**config.mk**
```make
export PLATFORM = sky130hd
export DESIGN_NAME = cosbus_master
export DESIGN_NICKNAME = d
export VERILOG_FILES = /design/src/rtl/cosbus_master.sv
export SDC_FILE = /design/constraint.sdc
export NUM_CORES = 1
export LEC_CHECK = 0
export BUFFER_PORTS_ARGS = -buffer_cell sky130_fd_sc_hd__buf_2
export CELL_PAD_IN_SITES_DETAIL_PLACEMENT = 1
export CELL_PAD_IN_SITES_GLOBAL_PLACEMENT = 1
export CORE_ASPECT_RATIO = 0.5
export CORE_MARGIN = 4
export CORE_UTILIZATION = 35
export DETAILED_ROUTE_END_ITERATION = 6
export HOLD_SLACK_MARGIN = 0.02
export PLACE_DENSITY = 0.82
export SLEW_MARGIN = 20
export SYNTH_ARGS = -nofsm -noshare
export SYNTH_HDL_FRONTEND = slang
export SYNTH_SLANG_ARGS = --single-unit
```
**constraint.sdc**
```tcl
create_clock -name clk -period 2 [get_ports clk]
set_input_delay 0 -clock clk [delete_from_list [all_inputs] [get_ports clk]]
set_output_delay 0 -clock clk [all_outputs]
set_load 0.005 [all_outputs]
```
**src/rtl/cosbus_master.sv**
```systemverilog
// Bus-cycle sequencer: runs one P0..P7 read/write cycle per host request, paced by the asynchronous xclk.
// Optional COSBUS_TIMEOUT_EN: aborts a cycle after WAIT_LIMIT consecutive nwait-stretched periods.
module cosbus_master #(
  parameter int SYNC_STAGES = 2,
  parameter int WAIT_LIMIT  = 255
) (
  input  logic        clk,
  input  logic        resetn,
  input  logic        xclk,
  input  logic        nwait,
  input  logic        clr,
  input  logic        req_valid,
  output logic        req_ready,
  input  logic        req_write,
  input  logic [15:0] req_addr,
  input  logic [7:0]  req_wdata,
  output logic        rsp_valid,
  output logic [7:0]  rsp_rdata,
  output logic        rsp_err,
  output logic        tpa,
  output logic        tpb,
  output logic        nmrd,
  output logic        nmwr,
  output logic [7:0]  ma,
  output logic [7:0]  db_oe,
  output logic [7:0]  db_do,
  input  logic [7:0]  db_di
);

  typedef enum logic [1:0] {S_IDLE, S_ARM, S_RUN, S_DONE} state_t;

  logic [SYNC_STAGES-1:0] xclk_sync, nwait_sync, clr_sync;
  logic                   xclk_q;
  logic                   xclk_s, nwait_s, clr_s, x_rise, x_fall;

  // nwait/clr synchronizers clear to their inactive (high) level so reset does not look like a bus clear.
  always_ff @(posedge clk) begin
    if (!resetn) begin
      xclk_sync  <= '0;
      nwait_sync <= '1;
      clr_sync   <= '1;
      xclk_q     <= 1'b0;
    end else begin
      xclk_sync  <= {xclk_sync[SYNC_STAGES-2:0], xclk};
      nwait_sync <= {nwait_sync[SYNC_STAGES-2:0], nwait};
      clr_sync   <= {clr_sync[SYNC_STAGES-2:0], clr};
      xclk_q     <= xclk_sync[SYNC_STAGES-1];
    end
  end

  assign xclk_s  = xclk_sync[SYNC_STAGES-1];
  assign nwait_s = nwait_sync[SYNC_STAGES-1];
  assign clr_s   = clr_sync[SYNC_STAGES-1];
  assign x_rise  = xclk_s & ~xclk_q;
  assign x_fall  = ~xclk_s & xclk_q;

  state_t      state;
  logic [2:0]  phase;
  logic [15:0] addr_q;
  logic [7:0]  wdata_q;
  logic        write_q;
  logic [7:0]  rdata_q;
  logic        timeout;

`ifdef COSBUS_TIMEOUT_EN
  localparam logic [7:0] STRETCH_LAST = 8'(WAIT_LIMIT - 1);
  logic [7:0] stretch_cnt;

  assign timeout = (state == S_RUN) && x_rise && !nwait_s && (stretch_cnt == STRETCH_LAST);

  always_ff @(posedge clk) begin
    if (!resetn || state != S_RUN) stretch_cnt <= '0;
    else if (x_rise)               stretch_cnt <= nwait_s ? 8'd0 : stretch_cnt + 8'd1;
  end
`else
  assign timeout = 1'b0;
`endif

  // Outputs for the period about to be entered (P0 from ARM, P+1 from RUN).
  logic [2:0] nxt_phase;
  logic [7:0] nxt_ma;
  logic       nxt_tpa, nxt_tpb, nxt_nmrd, nxt_nmwr, nxt_drive;

  always_comb begin
    nxt_phase = (state == S_RUN) ? phase + 3'd1 : 3'd0;
    nxt_ma    = (nxt_phase <= 3'd1) ? addr_q[15:8] : addr_q[7:0];
    nxt_tpa   = (nxt_phase == 3'd1);
    nxt_tpb   = (nxt_phase == 3'd6);
    nxt_nmrd  = write_q | (nxt_phase == 3'd0);
    nxt_nmwr  = ~(write_q && nxt_phase >= 3'd4 && nxt_phase <= 3'd6);
    nxt_drive = write_q && nxt_phase >= 3'd2;
  end

  always_ff @(posedge clk) begin
    if (!resetn) begin
      state     <= S_IDLE;
      phase     <= 3'd0;
      addr_q    <= '0;
      wdata_q   <= '0;
      write_q   <= 1'b0;
      rdata_q   <= '0;
      req_ready <= 1'b0;
      rsp_valid <= 1'b0;
      rsp_err   <= 1'b0;
      rsp_rdata <= '0;
      tpa       <= 1'b0;
      tpb       <= 1'b0;
      nmrd      <= 1'b1;
      nmwr      <= 1'b1;
      ma        <= '0;
      db_oe     <= '0;
      db_do     <= '0;
    end else begin
      rsp_valid <= 1'b0;
      rsp_err   <= 1'b0;
      if (!clr_s || timeout) begin
        if (state == S_ARM || state == S_RUN) begin
          rsp_valid <= 1'b1;
          rsp_err   <= 1'b1;
        end
        state     <= S_IDLE;
        phase     <= 3'd0;
        req_ready <= 1'b0;
        tpa       <= 1'b0;
        tpb       <= 1'b0;
        nmrd      <= 1'b1;
        nmwr      <= 1'b1;
        ma        <= '0;
        db_oe     <= '0;
        db_do     <= '0;
      end else begin
        case (state)
          S_IDLE: begin
            req_ready <= 1'b1;
            if (req_valid && req_ready) begin
              addr_q    <= req_addr;
              wdata_q   <= req_wdata;
              write_q   <= req_write;
              req_ready <= 1'b0;
              state     <= S_ARM;
            end
          end
          S_ARM, S_RUN: begin
            if (state == S_RUN && x_fall && phase == 3'd6 && !write_q)
              rdata_q <= db_di;
            if (x_rise && (state == S_ARM || nwait_s)) begin
              if (state == S_RUN && phase == 3'd7) begin
                state     <= S_DONE;
                rsp_valid <= 1'b1;
                if (!write_q) rsp_rdata <= rdata_q;
                tpa   <= 1'b0;
                tpb   <= 1'b0;
                nmrd  <= 1'b1;
                nmwr  <= 1'b1;
                ma    <= '0;
                db_oe <= '0;
                db_do <= '0;
              end else begin
                state <= S_RUN;
                phase <= nxt_phase;
                ma    <= nxt_ma;
                tpa   <= nxt_tpa;
                tpb   <= nxt_tpb;
                nmrd  <= nxt_nmrd;
                nmwr  <= nxt_nmwr;
                db_oe <= nxt_drive ? 8'hFF : 8'h00;
                db_do <= nxt_drive ? wdata_q : 8'h00;
              end
            end
          end
          S_DONE: begin
            state     <= S_IDLE;
            phase     <= 3'd0;
            req_ready <= 1'b1;
          end
          default: state <= S_IDLE;
        endcase
      end
    end
  end

endmodule
```
==> summary.txt <==
asr flop ratio synth = 0
Layout Nets = 501
worst reg2reg setup slack = 0.12 ns
worst skew pair latency = 0.34 ns
Area growth, synth to finish = 35.6%
GRT Util Overall = 0.193
Diodes inserted = 0
Core Rows = 24
fmax = 0.531 GHz
Mapped Area = 0.00317 sq mm
DR pass1 iterations = 4
Distinct cells, synth = 45
DRC violations left = 0
Routed Antenna Nets = 0
routability congestion estimate = 0.797
Pins Over Slew Limit = 0
Mapped Avg Cell Area = 9.10 sq um
largest net degree at the start of global routing = 57
Worst Hold Depth = 4
initial antenna violation count = 0
status = finished clean
Setup crit start kind = flop
sequential area share after synthesis = 0.487
via count = 2858
PnR worst setup slack = 0.117 ns
PD cells = 845 mW/mm^2
final setup fails = 0
clk slew on worst S/H paths = 0.06 ns
crit path capture type = flop
initial drt markers = 164
routed wire length = 10100 um
Synth Warn # = 0
DPL Wire Length = 5820 um
layout cells sized above 1 = 0.248
Worst Tran Pin Value = 0.513 ns
critical path class = reg2reg
Final period util = 0.942
Syn Nets = 394
WHS Endpoint = req_ready
WL/cell = 17.6 um
die span in y = 75.2 um
Inserted Clock Buffers = 9
critical path arrival = 2.11 ns
max-cap violation count = 0
P_leak = 1.80 nW
Period minus WS final = 1.88 ns
hold crit path type = in2reg
Layout fillers = 1048
Post-synth EDFFs = 0
Total Neg Setup Slack = 0 ns
Max transition margin = 0.658
reg2reg end = rdata_q[0]
pre-CTS setup slack = 0.0917 ns
Final Hold Vio Count = 0
Via density = 4.95
Reg2Reg Launch Point = state[0]
most frequent cells in the layout = 77 x nand2_1, 77 x dfxtp_1, 77 x buf_2
H-tree levels = 3
global-route wire length before repair = 15800 um
clock buffer depth = 2
Max rail drop VDD = 0.535 mV
Syn Inst Count = 348
Most used DFF post-synth = dfxtp_1
io pins = 78
Root Buffer = clkbuf_16
Die ar. = 0.0107 sq mm
RSZ-0062 raised after global routing = false
CTS tree = done
Worst Path Required = 2.23 ns
Yosys reg bits = 77
starting density of the core = 0.361
crit path max fanout = 11
clk_skew = 0.0106 ns
vias in the first global route = 3028
total global routing overflow = 0
Core ar. = 0.00877 sq mm
port bufs = 77
DIE WIDTH = 142 um
CTS Sinks = 77
worst reg2reg path depth = 6
Hold Crit Start = req_valid
## stage by stage
step,util,std cells,power (W),hold WS [ns],area [sq um]
2_1_floorplan,-,348,0.00181,0.101,3170
3_3_place_gp,0.411,524,0.00190,0.183,3610
3_5_place_dp,0.411,524,0.00191,0.185,3610
4_1_cts,0.488,577,0.00361,0.102,4280
5_1_grt,0.489,577,0.00376,0.236,4290
6_report,0.489,577,0.00363,0.223,4290
## state kept, by name, summed over array words and instances (netlist names), 2 cells and up
name / cells
rdata_q: 8
rsp_rdata: 8
phase: 3
state: 2
wdata_q: 8
nwait_sync: 2
xclk_sync: 2
ma: 8
addr_q: 16
db_do: 8
clr_sync: 2
## cell families (layout without fill, tap and decap cells)
family | after synthesis | after routing | share of synthesized area
flip-flops | 77 | 77 | 0.487
adder cells (fa/ha/maj) | 7 | 7 | 0.0277
AND/OR/NAND/NOR | 149 | 149 | 0.235
multiplexers | 19 | 19 | 0.0601
AO/OA/AOI/OAI | 64 | 64 | 0.133
buffers and inverters | 32 | 144 | 0.0573
## power by group
group | total, W | leakage [nW] | internal, W | switching (W)
clock network | 0.00166 | 0.142 | 0.00100 | 0.000655
logic | 0.000355 | 1.03 | 0.000164 | 0.000191
registers | 0.00161 | 0.624 | 0.00158 | 0.0000334
total | 0.00363 | 1.80 | 0.00275 | 0.000880
## how the worst max path moves through the flow
| stage | startpoint | end | slack (ns) | cells past startpoint |
|---|---|---|---|---|
| final | state[0] | rdata_q[0] | 0.12 | 6 |
| after global routing | state[0] | rdata_q[7] | 0.008 | 6 |
| after CTS | state[0] | rdata_q[6] | 0.08 | 6 |
| after detailed placement | state[0] | rdata_q[6] | 0.09 | 6 |
| after global placement | state[1] | rdata_q[7] | 0.19 | 6 |
| after floorplan | phase[0] | ma[7] | 0.42 | 6 |
## timing repair
| action | CTS | global route |
|---|---|---|
| resized for setup | 0 | 4 |
| hold endpoints to repair | 37 | 0 |
| hold buffers | 37 | 0 |
| setup buffers | 0 | 0 |
| setup endpoints to repair | 0 | 27 |
## area by class of cell
type                       instances  area [sq um]  area share
multi-input combinational        239          1460       0.339
inverter                           4          15.0     0.00350
clock inverter                     5          58.8      0.0137
tap                              117           146      0.0341
sequential                        77          1540       0.359
clock buffer                      11           243      0.0566
timing repair buffer             124           831       0.194
## cell usage after synthesis, types with 2 or more instances
master,number,area (sq um)
nand2_1,78,293
buf_6,2,22.5
nor2_1,4,15.0
nand4_1,2,12.5
a21boi_0,22,165
o21ai_1,8,40.0
a21oi_1,13,65.1
mux2i_1,19,190
nand2b_1,6,37.5
and2_1,4,25.0
nor3_1,2,10.0
inv_1,4,15.0
clkbuf_1,8,30.0
o2111ai_1,2,17.5
ha_1,7,87.6
dfxtp_1,77,1540
o21ai_0,10,50.1
buf_2,7,35.0
nand3_1,26,130
a21boi_1,3,22.5
buf_4,10,75.1
nor2b_1,9,56.3
nand4b_1,3,26.3
## per-layer routing
layer	track usage	vias to the layer above	routed length, um
met4	0.0991	0	265
li1	-	1390	-
met3	0.0451	25	349
met5	0	-	0
met2	0.347	64	5220
met1	0.221	1379	4310
## critical path, stage by stage, from the launching register on
cell      delay, ns
dfxtp_1        0.39
inv_1          0.10
ha_2           0.48
nand4b_2       0.18
nor2_4         0.30
mux2i_1        0.26
nor2b_1        0.06
Note: power is estimated with default switching activity, not from simulation.
